## config.mk

```make
export PLATFORM = sky130hd
export DESIGN_NAME = mem_access_fsm
export DESIGN_NICKNAME = d
export VERILOG_FILES = /design/src/rtl/mem_access_fsm.sv
export SDC_FILE = /design/constraint.sdc
export NUM_CORES = 1
export LEC_CHECK = 0
export BUFFER_PORTS_ARGS = -buffer_cell sky130_fd_sc_hd__buf_2
export CORE_ASPECT_RATIO = 1.4
export CORE_MARGIN = 4
export CORE_UTILIZATION = 43
export CTS_CLUSTER_SIZE = 28
export DETAILED_ROUTE_END_ITERATION = 7
export GPL_ROUTABILITY_DRIVEN = 1
export PLACE_DENSITY_LB_ADDON = 0.2
export SLEW_MARGIN = 20
export SYNTH_ARGS = -nofsm -noshare
export SYNTH_HDL_FRONTEND = slang
export SYNTH_SLANG_ARGS = --single-unit
```

## constraint.sdc

```tcl
create_clock -name clk -period 1.8 [get_ports clk]
set_input_delay 0.36 -clock clk [delete_from_list [all_inputs] [get_ports clk]]
set_output_delay 0.36 -clock clk [all_outputs]
set_load 0.005 [all_outputs]
```

## src/rtl/mem_access_fsm.sv

```systemverilog
// -----------------------------------------------------------------------------
// mem_access_fsm
//
// Access sequencer for the memory/pixel array. Accepts host read/write
// requests and drives the array's enable, direction, address and write data
// through WRITE -> STABLE -> (READ) phases of configurable length. With VERIFY
// set, every write is followed by a read-back and a mismatch raises
// verify_err. Back-to-back requests are accepted on the last cycle of a phase
// that would otherwise return to IDLE, so no IDLE bubble is inserted.
//
// State codes (kept from the original 2-bit controller):
//   IDLE=2'b10, WRITE=2'b11, STABLE=2'b00, READ=2'b01
//
// Ports:
//   clk, rst_n        clock (rising edge), asynchronous active-low reset
//   sel, op           request strobe; op 1 = write, 0 = read
//   addr, wdata       request address / write data
//   ready             combinational: a request with sel=1 is taken this cycle
//   mem_en, mem_rw    array enable and direction (1 = write)
//   mem_addr          latched request address
//   mem_wdata         latched request write data
//   mem_rdata         array read data
//   valid             one-cycle pulse when rdata has been updated
//   rdata             last captured read data
//   verify_err        read-back mismatch, sticky until the next accepted request
//   state             current state code
// -----------------------------------------------------------------------------
module mem_access_fsm #(
    parameter int ADDR_W        = 8,
    parameter int DATA_W        = 8,
    parameter int WRITE_CYCLES  = 1,
    parameter int STABLE_CYCLES = 2,
    parameter int READ_CYCLES   = 1,
    parameter int VERIFY        = 1
) (
    input  logic              clk,
    input  logic              rst_n,
    input  logic              sel,
    input  logic              op,
    input  logic [ADDR_W-1:0] addr,
    input  logic [DATA_W-1:0] wdata,
    output logic              ready,
    output logic              mem_en,
    output logic              mem_rw,
    output logic [ADDR_W-1:0] mem_addr,
    output logic [DATA_W-1:0] mem_wdata,
    input  logic [DATA_W-1:0] mem_rdata,
    output logic              valid,
    output logic [DATA_W-1:0] rdata,
    output logic              verify_err,
    output logic [1:0]        state
);

    typedef enum logic [1:0] {
        ST_IDLE   = 2'b10,
        ST_WRITE  = 2'b11,
        ST_STABLE = 2'b00,
        ST_READ   = 2'b01
    } state_t;

    // Counter reload values: each phase counts down from length-1 to 0.
    localparam logic [3:0] WR_LAST = 4'(WRITE_CYCLES - 1);
    localparam logic [3:0] ST_LAST = 4'(STABLE_CYCLES - 1);
    localparam logic [3:0] RD_LAST = 4'(READ_CYCLES - 1);

    // Read-back comparison helper.
    function automatic logic data_mismatch(input logic [DATA_W-1:0] a,
                                           input logic [DATA_W-1:0] b);
        return (a != b);
    endfunction

    state_t              state_r, state_s;
    logic [3:0]          cnt_r, cnt_s;
    logic                mem_en_r, mem_en_s;
    logic                mem_rw_r, mem_rw_s;
    logic [ADDR_W-1:0]   mem_addr_r, mem_addr_s;
    logic [DATA_W-1:0]   mem_wdata_r, mem_wdata_s;
    logic [DATA_W-1:0]   rdata_r, rdata_s;
    logic                valid_r, valid_s;
    logic                verify_err_r, verify_err_s;
    logic                vflag_r, vflag_s;
    logic                ready_s;
    logic                accept_s;
    logic                capture_s;

    // Ready: IDLE, last READ cycle, or last STABLE cycle when no read-back follows.
    always_comb begin
        ready_s = 1'b0;
        case (state_r)
            ST_IDLE: begin
                ready_s = 1'b1;
            end
            ST_READ: begin
                ready_s = (cnt_r == 4'd0);
            end
            ST_STABLE: begin
                if (VERIFY == 0) begin
                    ready_s = (cnt_r == 4'd0);
                end else begin
                    ready_s = 1'b0;
                end
            end
            default: begin
                ready_s = 1'b0;
            end
        endcase
    end

    // Next-state, phase counter and next-cycle output values.
    always_comb begin
        state_s      = state_r;
        cnt_s        = cnt_r;
        mem_en_s     = mem_en_r;
        mem_rw_s     = mem_rw_r;
        mem_addr_s   = mem_addr_r;
        mem_wdata_s  = mem_wdata_r;
        rdata_s      = rdata_r;
        valid_s      = 1'b0;
        verify_err_s = verify_err_r;
        vflag_s      = vflag_r;
        capture_s    = 1'b0;
        accept_s     = sel & ready_s;

        case (state_r)
            ST_IDLE: begin
                mem_en_s = 1'b0;
                mem_rw_s = 1'b0;
            end
            ST_WRITE: begin
                if (cnt_r == 4'd0) begin
                    state_s  = ST_STABLE;
                    cnt_s    = ST_LAST;
                    mem_en_s = 1'b0;
                    mem_rw_s = 1'b1;
                end else begin
                    cnt_s = cnt_r - 4'd1;
                end
            end
            ST_STABLE: begin
                if (cnt_r == 4'd0) begin
                    if (VERIFY != 0) begin
                        // Read back the same address just written.
                        state_s  = ST_READ;
                        cnt_s    = RD_LAST;
                        mem_en_s = 1'b1;
                        mem_rw_s = 1'b0;
                        vflag_s  = 1'b1;
                    end else begin
                        state_s  = ST_IDLE;
                        cnt_s    = 4'd0;
                        mem_en_s = 1'b0;
                        mem_rw_s = 1'b0;
                    end
                end else begin
                    cnt_s = cnt_r - 4'd1;
                end
            end
            ST_READ: begin
                if (cnt_r == 4'd0) begin
                    capture_s = 1'b1;
                    rdata_s   = mem_rdata;
                    valid_s   = 1'b1;
                    state_s   = ST_IDLE;
                    cnt_s     = 4'd0;
                    mem_en_s  = 1'b0;
                    mem_rw_s  = 1'b0;
                end else begin
                    cnt_s = cnt_r - 4'd1;
                end
            end
            default: begin
                state_s  = ST_IDLE;
                cnt_s    = 4'd0;
                mem_en_s = 1'b0;
                mem_rw_s = 1'b0;
                vflag_s  = 1'b0;
            end
        endcase

        // An accepted request overrides the phase exit chosen above; this is
        // what lets a new request follow without an IDLE cycle.
        if (accept_s) begin
            mem_addr_s   = addr;
            mem_wdata_s  = wdata;
            verify_err_s = 1'b0;
            vflag_s      = 1'b0;
            mem_en_s     = 1'b1;
            mem_rw_s     = op;
            if (op) begin
                state_s = ST_WRITE;
                cnt_s   = WR_LAST;
            end else begin
                state_s = ST_READ;
                cnt_s   = RD_LAST;
            end
        end else begin
            mem_addr_s = mem_addr_s;
        end

        // A read-back mismatch is reported even if the next request is taken
        // on the same edge, so it belongs to the write that just completed.
        // The comparison uses the write data latched before that edge.
        if (capture_s && vflag_r && data_mismatch(mem_rdata, mem_wdata_r)) begin
            verify_err_s = 1'b1;
        end else begin
            verify_err_s = verify_err_s;
        end
    end

    // State, counter and registered outputs.
    always_ff @(posedge clk or negedge rst_n) begin
        if (!rst_n) begin
            state_r      <= ST_IDLE;
            cnt_r        <= 4'd0;
            mem_en_r     <= 1'b0;
            mem_rw_r     <= 1'b0;
            mem_addr_r   <= {ADDR_W{1'b0}};
            mem_wdata_r  <= {DATA_W{1'b0}};
            rdata_r      <= {DATA_W{1'b0}};
            valid_r      <= 1'b0;
            verify_err_r <= 1'b0;
            vflag_r      <= 1'b0;
        end else begin
            state_r      <= state_s;
            cnt_r        <= cnt_s;
            mem_en_r     <= mem_en_s;
            mem_rw_r     <= mem_rw_s;
            mem_addr_r   <= mem_addr_s;
            mem_wdata_r  <= mem_wdata_s;
            rdata_r      <= rdata_s;
            valid_r      <= valid_s;
            verify_err_r <= verify_err_s;
            vflag_r      <= vflag_s;
        end
    end

    assign ready      = ready_s;
    assign mem_en     = mem_en_r;
    assign mem_rw     = mem_rw_r;
    assign mem_addr   = mem_addr_r;
    assign mem_wdata  = mem_wdata_r;
    assign valid      = valid_r;
    assign rdata      = rdata_r;
    assign verify_err = verify_err_r;
    assign state      = state_r;

endmodule

```

==> impl_results.md, run 1 <==
- Run status: finished, violations left
- Failing checks: negative setup slack
- Filler instances: around 300
- Later-pin clock latency in the skew report: 280 ps
- Routed WL: 3622 um
- Top FF cell, synth: dfrtp_1
- Post-Synth XOR/XNOR Area: 0.04441
- CTS tree: yes
- Power Dens Cells: between 1500 and 2000 nW/um^2
- 1st-iter DRT viols: 15
- EDFF count, synth: 0
- 1st-pass router iterations: 4
- Simple-Gate Fraction of Synth Area: 0.08327
- H-tree depth: 2
- Peak Freq: between 0.5 and 0.6 GHz
- Layout area overhead: 31.96%
- Final Wtd Congestion: 0.7363
- Worst setup SP type: flip-flop
- Clock period minus worst slack: about 1900 ps
- Skew final: 5.452 ps
- Max-slew violation count: 0
- Mean area per synthesized cell: approximately 13 sq um
- Port Buffers: 58
- Sequential share of the synthesized area: 0.5559
- Post-synthesis adder-cell area fraction: 0.04758
- Cell Area, Synth: around 1600 sq um
- Reg2reg path depth: 6
- Critical path peak fanout: 3
- Nets: 228
- Routed met3 length: 216 um
- Max cap viols: 0
- Synth top cells by count: dfrtp_1, mux2_2, nor2_1, xor2_1
- Async set-reset flop share out of synthesis: 1.000
- Die Wd: 59.20 um
- Avg WL per Cell: 15.41 um
- WS Path Type: flip-flop to primary output
- Area share of the largest cell type after synthesis: 0.5393
- Antenna-violating nets left: 0
- Cell accounting for the most synthesized area: dfrtp_1
- Post-synth cell types: 28
- Clock root buffer: clkbuf_8
- Final setup fails: 6
- Maximum clock path buffer count: 2
- WHS: 93.36 ps
- M1 WL: 1352 um
- Crit share post-route: 1.057
- Die Span Y: about 80 um
- Starting Density: 0.4585
- CP arrival: 1540 ps
- Largest family of logic cells by synthesized area: multiplexers
- Yosys warning count: 0
- Top post-synthesis cells by area: dfrtp_1, mux2_2, ha_1, xor2_1, a21oi_1
- CTS clk-pin slew, worst paths: around 70 ps
- Io pins: 59
- Setup ws final: -103.0 ps
- CP required: around 1400 ps
- Endpoint type of the worst setup path: primary output
- Initial antenna violation count: 0
- Rows: 25
- Share of cells above drive strength 1: 0.5436
- Remaining Overflow, GRT: 0
- Gr usage total: 0.1677
- Mux share of post-synthesis cell area: 0.1776
- Routed vias/inst: 5.179
- Top-count cell post-synth: dfrtp_1
- Largest net degree at the start of global routing: 36
- Vias in the first global route: 1321
- HP Class: input port to async pin
- Total number of vias: 1217
- First-pass GRT wire length: around 6000 um
- Synth Area in Compound Gates: 0.06106
- Final Util: 0.6051
- Slew @ Worst Pin: ~440 ps
- Met2 wire length: between 2000 and 2500 um
- Setup repair after global routing missed its margin: yes
- Leakage: just over 1 nW
- Placed cells: between 200 and 250
- Worst IR Drop VDD: 1.153 mV
- Post-detailed-route DRC marker count: 0
- Sink Count: 35
- Slew margin rel.: 0.7065
- CTS Hold Bufs: 0
- R2R Path End: mem_wdata[3]$_DFFE_PN0P_
- #FFs+latches synth: 35
- Total core area: between 3000 and 4000 sq um
- Detail Placement HPWL: 2737 um
- Fin. Hold Viols: 0
- RR Startpoint: state[1]$_DFFE_PN1P_
- Die footprint: 4716 sq um
- Syn nets: roughly 160
- Total inserted antenna cells: 0
- Post-Synthesis Cells: 122
- R2R Setup Slk: -10 ps
- Non-Filler Instances: 235
- Top Layer Used: met4
- CTS Buf Count: 5
[per-stage QoR]
stage	setup slack [ps]	cell area, sq um	TNS, ps	power, mW
floorplan	18.51	1598	0	2.485
global placement	45.31	1963	0	3.103
detailed placement	8.657	1963	0	3.195
CTS	-110.2	2059	-110.2	3.775
global route	-147.2	2082	-830.8	4.066
finish	-103.0	2082	-144.1	3.757
[cells by family after synthesis]
family,after synthesis
AO/OA/AOI/OAI,14
XOR/XNOR,8
flip-flops,35
multiplexers,25
buffers and inverters,9
AND/OR/NAND/NOR,25
adder cells (fa/ha/maj),6
[per-layer routing]
| layer | vias to the layer above | global-route usage |
|---|---|---|
| li1 | 570 | - |
| met1 | 603 | 0.1819 |
| met2 | 39 | 0.2965 |
| met3 | 5 | 0.05178 |
| met4 | 0 | 0.06122 |
| met5 | - | 0 |
[layout by cell type (no fill, tap or decap), drive strengths merged, types with 4 or more instances in the layout]
master	netlist	layout
buf	4	70
inv	4	4
dfrtp	34	34
xor2	8	8
nor2	8	8
a21oi	6	6
nand2	6	6
ha	6	6
mux2	24	24
clkbuf	1	7
[where the power goes]
group          switching [mW]  leakage [nW]  total (mW)  internal (mW)
clock network           0.269        0.0422       0.541          0.271
logic                   0.806         0.574        1.78          0.970
registers               0.250         0.421        1.44           1.19
[cell type report]
cell class,instances,area [sq um],area share
Multi-Input combinational cell,78,670.6,0.3221
Inverter,4,15.01,0.007212
Sequential cell,35,877.1,0.4213
Clock inverter,1,5.005,0.002404
Tap cell,40,50.05,0.02404
Timing Repair Buffer,70,387.9,0.1863
Clock buffer,7,76.32,0.03666
[sequential cells by signal, indices dropped and copies added, names as in the netlist, 2 cells and up]
signal     count
mem_wdata      8
mem_addr       8
rdata          8
cnt_r          4
state          2
[worst max path at each step]
| stage | startpoint | slack [ps] | endpoint |
|---|---|---|---|
| after floorplan | state[1]$_DFFE_PN1P_ | 20 | mem_en$_DFFE_PN0P_ |
| after global placement | state[1]$_DFFE_PN1P_ | 50 | mem_addr[0]$_DFFE_PN0P_ |
| after detailed placement | state[1]$_DFFE_PN1P_ | 9 | mem_wdata[5]$_DFFE_PN0P_ |
| after CTS | state[1]$_DFFE_PN1P_ | -110 | ready |
| after global routing | state[1]$_DFFE_PN1P_ | -150 | ready |
| final | state[1]$_DFFE_PN1P_ | -100 | ready |
[critical path, cell delays in order (launching register included)]
cell and delay (ps):
dfstp_2 540, inv_2 50, ha_4 150, and4bb_4 200, o21a_1 200, buf_2 130
[what timing repair did]
item                       4_1_cts  5_1_grt
buffers inserted                 2        1
gates cloned                     0        1
setup endpoints to repair        4       18
pin swaps                        1        0
gates resized for setup          0        4
Note: power is estimated with default switching activity, not from simulation.
==> run 2, diff against run 1 <==
--- a/config.mk
+++ b/config.mk
@@ -5,10 +5,11 @@
 export SDC_FILE = /design/constraint.sdc
 export NUM_CORES = 1
 export LEC_CHECK = 0
+export ABC_AREA = 1
 export BUFFER_PORTS_ARGS = -buffer_cell sky130_fd_sc_hd__buf_2
 export CORE_ASPECT_RATIO = 1.4
 export CORE_MARGIN = 4
-export CORE_UTILIZATION = 43
+export CORE_UTILIZATION = 44
 export CTS_CLUSTER_SIZE = 28
 export DETAILED_ROUTE_END_ITERATION = 7
 export GPL_ROUTABILITY_DRIVEN = 1
==> run 2 against run 1 <==
Sequential cell count is the same. Largest cell class unchanged. Count of clock-buffer cells in the layout is 1 lower. Critical path depth down 1. Final cell count is 33% higher. Clock power grew 3%. Utilization rose by 0.21 points. Via count grew 27%. Global-route usage grew 1.6 points. The flow now finishes without violations. Register-to-register slack gained 140 ps. Non-clock buffer count up 2. Highest routed layer unchanged. Clock skew fell by 2.9 ps. Synthesized cell count rose by 61%.
==> impl_results.md, run 2 <==
- Crit-path max cell delay: 540 ps (about the same)
- Yosys warning count: 0 (unchanged)
- Post-detailed-route DRC marker count: 0 (unchanged)
- Sequential share of the synthesized area: 0.5173 (-0.03856)
- Async set-reset flop share out of synthesis: 1.000 (unchanged)
- CP arrival: 1430 ps (-110 ps)
- Critical path peak fanout: 2 (-1)
- Post-Synthesis Cells: 197 (+61%)
- Crit share post-route: 0.9943 (-0.06297)
- Pre-CTS setup slack: 17.74 ps (+9.087 ps)
- Synth top cells by count: nand2_1, dfrtp_1, nand3_1
- EDFF count, synth: 0 (unchanged)
- H-tree depth: 2 (unchanged)
- R2R Setup Slk: 130 ps (+140 ps)
- Commonest non-fill, non-tap cell in the layout: nand2_1
- First-pass GRT wire length: 6686 um (+12%)
- Setup repair after global routing missed its margin: yes
- Worst setup SP type: flip-flop
- Slew margin rel.: 0.7102 (+0.003668)
- HP Class: input port to async pin
- Fin. Hold Viols: 0 (unchanged)
- Endpoint type of the worst setup path: primary output
- Share of cells above drive strength 1: 0.3519 (-0.1917)
- Port Buffers: 58 (unchanged)
- Reg2reg path depth: 7 (+1)
- Initial antenna violation count: 0 (unchanged)
- Total number of vias: 1545 (+27%)
- Nets: 303 (+33%)
- Final Wtd Congestion: 0.8316 (+13%)
- CTS Hold Bufs: 0 (unchanged)
- CP Launch Point: state[1]$_DFFE_PN1P_
- Die footprint: 4924 sq um (+4.4%)
- 1st-pass router iterations: 6 (+2)
- Routed WL: 4016 um (+11%)
- Total power: 3.807 mW (+1.3%)
- Clock root buffer: clkbuf_8
- Syn nets: 231 (+48%)
- Run status: finished clean
- 1st-iter DRT viols: 58 (+43)
- Top-count cell post-synth: nand2_1
- Leakage: 1.250 nW (+21%)
- Setup ws final: 10.35 ps (+113.4 ps)
- Starting Density: 0.4612 (+0.002653)
- Layout area overhead: 31.66%
- Avg WL per Cell: 12.87 um (-16%)
- Top post-synthesis cells by area: dfrtp_1, nand2_1, nand3_1, xnor2_1, ha_1
- Cell accounting for the most synthesized area: dfrtp_1
- CTS clk-pin slew, worst paths: 70 ps (about the same)
- #FFs+latches synth: 35 (unchanged)
- Setup TNS: 0 ps (+144.1 ps)
- Gr usage total: 0.1838 (+0.01618)
- Peak Freq: 0.5588 GHz (+6.3%)
- Max cap viols: 0 (unchanged)
- Clock period minus worst slack: 1790 ps (-113.4 ps)
- Maximum clock path buffer count: 2 (unchanged)
- Routed vias/inst: 4.952 (-4.4%)
- Rows: 26 (+4.0%)
- Total inserted antenna cells: 0 (unchanged)
- Cell Area, Synth: 1695 sq um (+7.5%)
- CTS tree: yes
- Die Span Y: 81.45 um (+2.2%)
- Skew final: 2.580 ps (-2.873 ps)
- Antenna-violating nets left: 0 (unchanged)
- Area share of the largest cell type after synthesis: 0.5018 (-0.03741)
- Total core area: 3676 sq um (+6.8%)
- Max-slew violation count: 0 (unchanged)
- Largest net degree at the start of global routing: 36 (unchanged)
- CP required: 1440 ps (about the same)
- Mean area per synthesized cell: 8.606 sq um (-33%)
- Top FF cell, synth: dfrtp_1
- Die Wd: 60.46 um (+2.1%)
- WS Path Type: flip-flop to primary output
- Io pins: 59 (unchanged)
- Final setup fails: 0 (-6)
- Detail Placement HPWL: 2895 um (+5.8%)
- Critical path's slowest cell: dfstp_2
- Vias in the first global route: 1519 (+15%)
- CTS Buf Count: 5 (unchanged)
- Final Util: 0.6072 (+0.002125)
- Critical path destination: ready
- Sink Count: 35 (unchanged)
- WHS: 98.41 ps (+5.042 ps)
- Post-synth cell types: 23 (-18%)
- Worst IR Drop VDD: 0.9377 mV (-19%)
- Later-pin clock latency in the skew report: 290 ps (about the same)
- Remaining Overflow, GRT: 0 (unchanged)
- Worst-path cell chain: inv_2, ha_4, a21boi_4, buf_2
- Power Dens Cells: 1706 nW/um^2 (-5.5%)
- R2R Path End: state[0]$_DFFE_PN0P_
- Most frequent cells in the layout: nand2_1, buf_2, dfrtp_1
- Slew @ Worst Pin: 434.7 ps (-5.503 ps)
- RR Startpoint: state[1]$_DFFE_PN1P_
-- run 2: cells by family after synthesis --
group | after synthesis | synth area share
and+or+nand+nor | 120 | 0.3004
DFF | 35 | 0.5173
buffers and inverters | 18 | 0.05166
xor gates and xnor gates | 10 | 0.05166
AOI/OAI and AO/OA | 8 | 0.03468
adders and majority gates | 6 | 0.04428
-- run 2: where the power goes --
group,switching (mW),internal [mW]
registers,0.246,1.15
logic,0.982,0.873
clock network,0.285,0.270
total,1.51,2.29
-- run 2: how the worst min path moves through the flow --
stage | to | cells past startpoint | slack, ps | from
final | rdata[4]$_DFFE_PN0N_ | 2 | 100 | rst_n
after global routing | mem_addr[5]$_DFFE_PN0P_ | 2 | 130 | rst_n
after CTS | mem_rw$_DFFE_PN0P_ | 2 | 110 | rst_n
after detailed placement | mem_rw$_DFFE_PN0P_ | 2 | 420 | rst_n
after global placement | mem_rw$_DFFE_PN0P_ | 2 | 420 | rst_n
after floorplan | cnt_r[0]$_DFFE_PN0P_ | 0 | 60 | rst_n
-- run 2: stage by stage --
| step | area, sq um | cells |
|---|---|---|
| after floorplan | 1695 | 197 |
| after global placement | 2059 | 299 |
| after detailed placement | 2059 | 299 |
| after CTS | 2196 | 311 |
| after global routing | 2232 | 312 |
| final | 2232 | 312 |
-- run 2: area by class of cell --
cell class                 count  area [sq um]
clock inverter                 2         12.51
tap                           42         52.55
sequential                    35         878.3
timing repair buffer          72         402.9
multi-input combinational    144         768.2
fill                         331          1444
clock buffer                   6         72.57
inverter                      11         45.04
-- run 2: critical path: cells and delay by family, from the launching register on --
kind / cells / cell delay [ps]
fa+ha+maj: 1 / 260
flops: 1 / 540
compound gates: 1 / 160
buf+inv: 2 / 190
-- run 2: per-layer routing --
| metal | wire (um) | share of wire | global-route usage | vias up |
|---|---|---|---|---|
| met5 | 0 | 0 | 0 | - |
| li1 | - | - | - | 764 |
| met4 | 61 | 0.015 | 0.05857 | 0 |
| met2 | 2105 | 0.52 | 0.3203 | 47 |
| met3 | 281 | 0.070 | 0.05660 | 5 |
| met1 | 1567 | 0.39 | 0.2121 | 729 |
-- run 2: what timing repair did --
action                                  4_1_cts  5_1_grt
gates resized for setup                       6        8
endpoints found under the setup margin        1       30
setup buffers                                 4        1
pin swaps                                     1        0
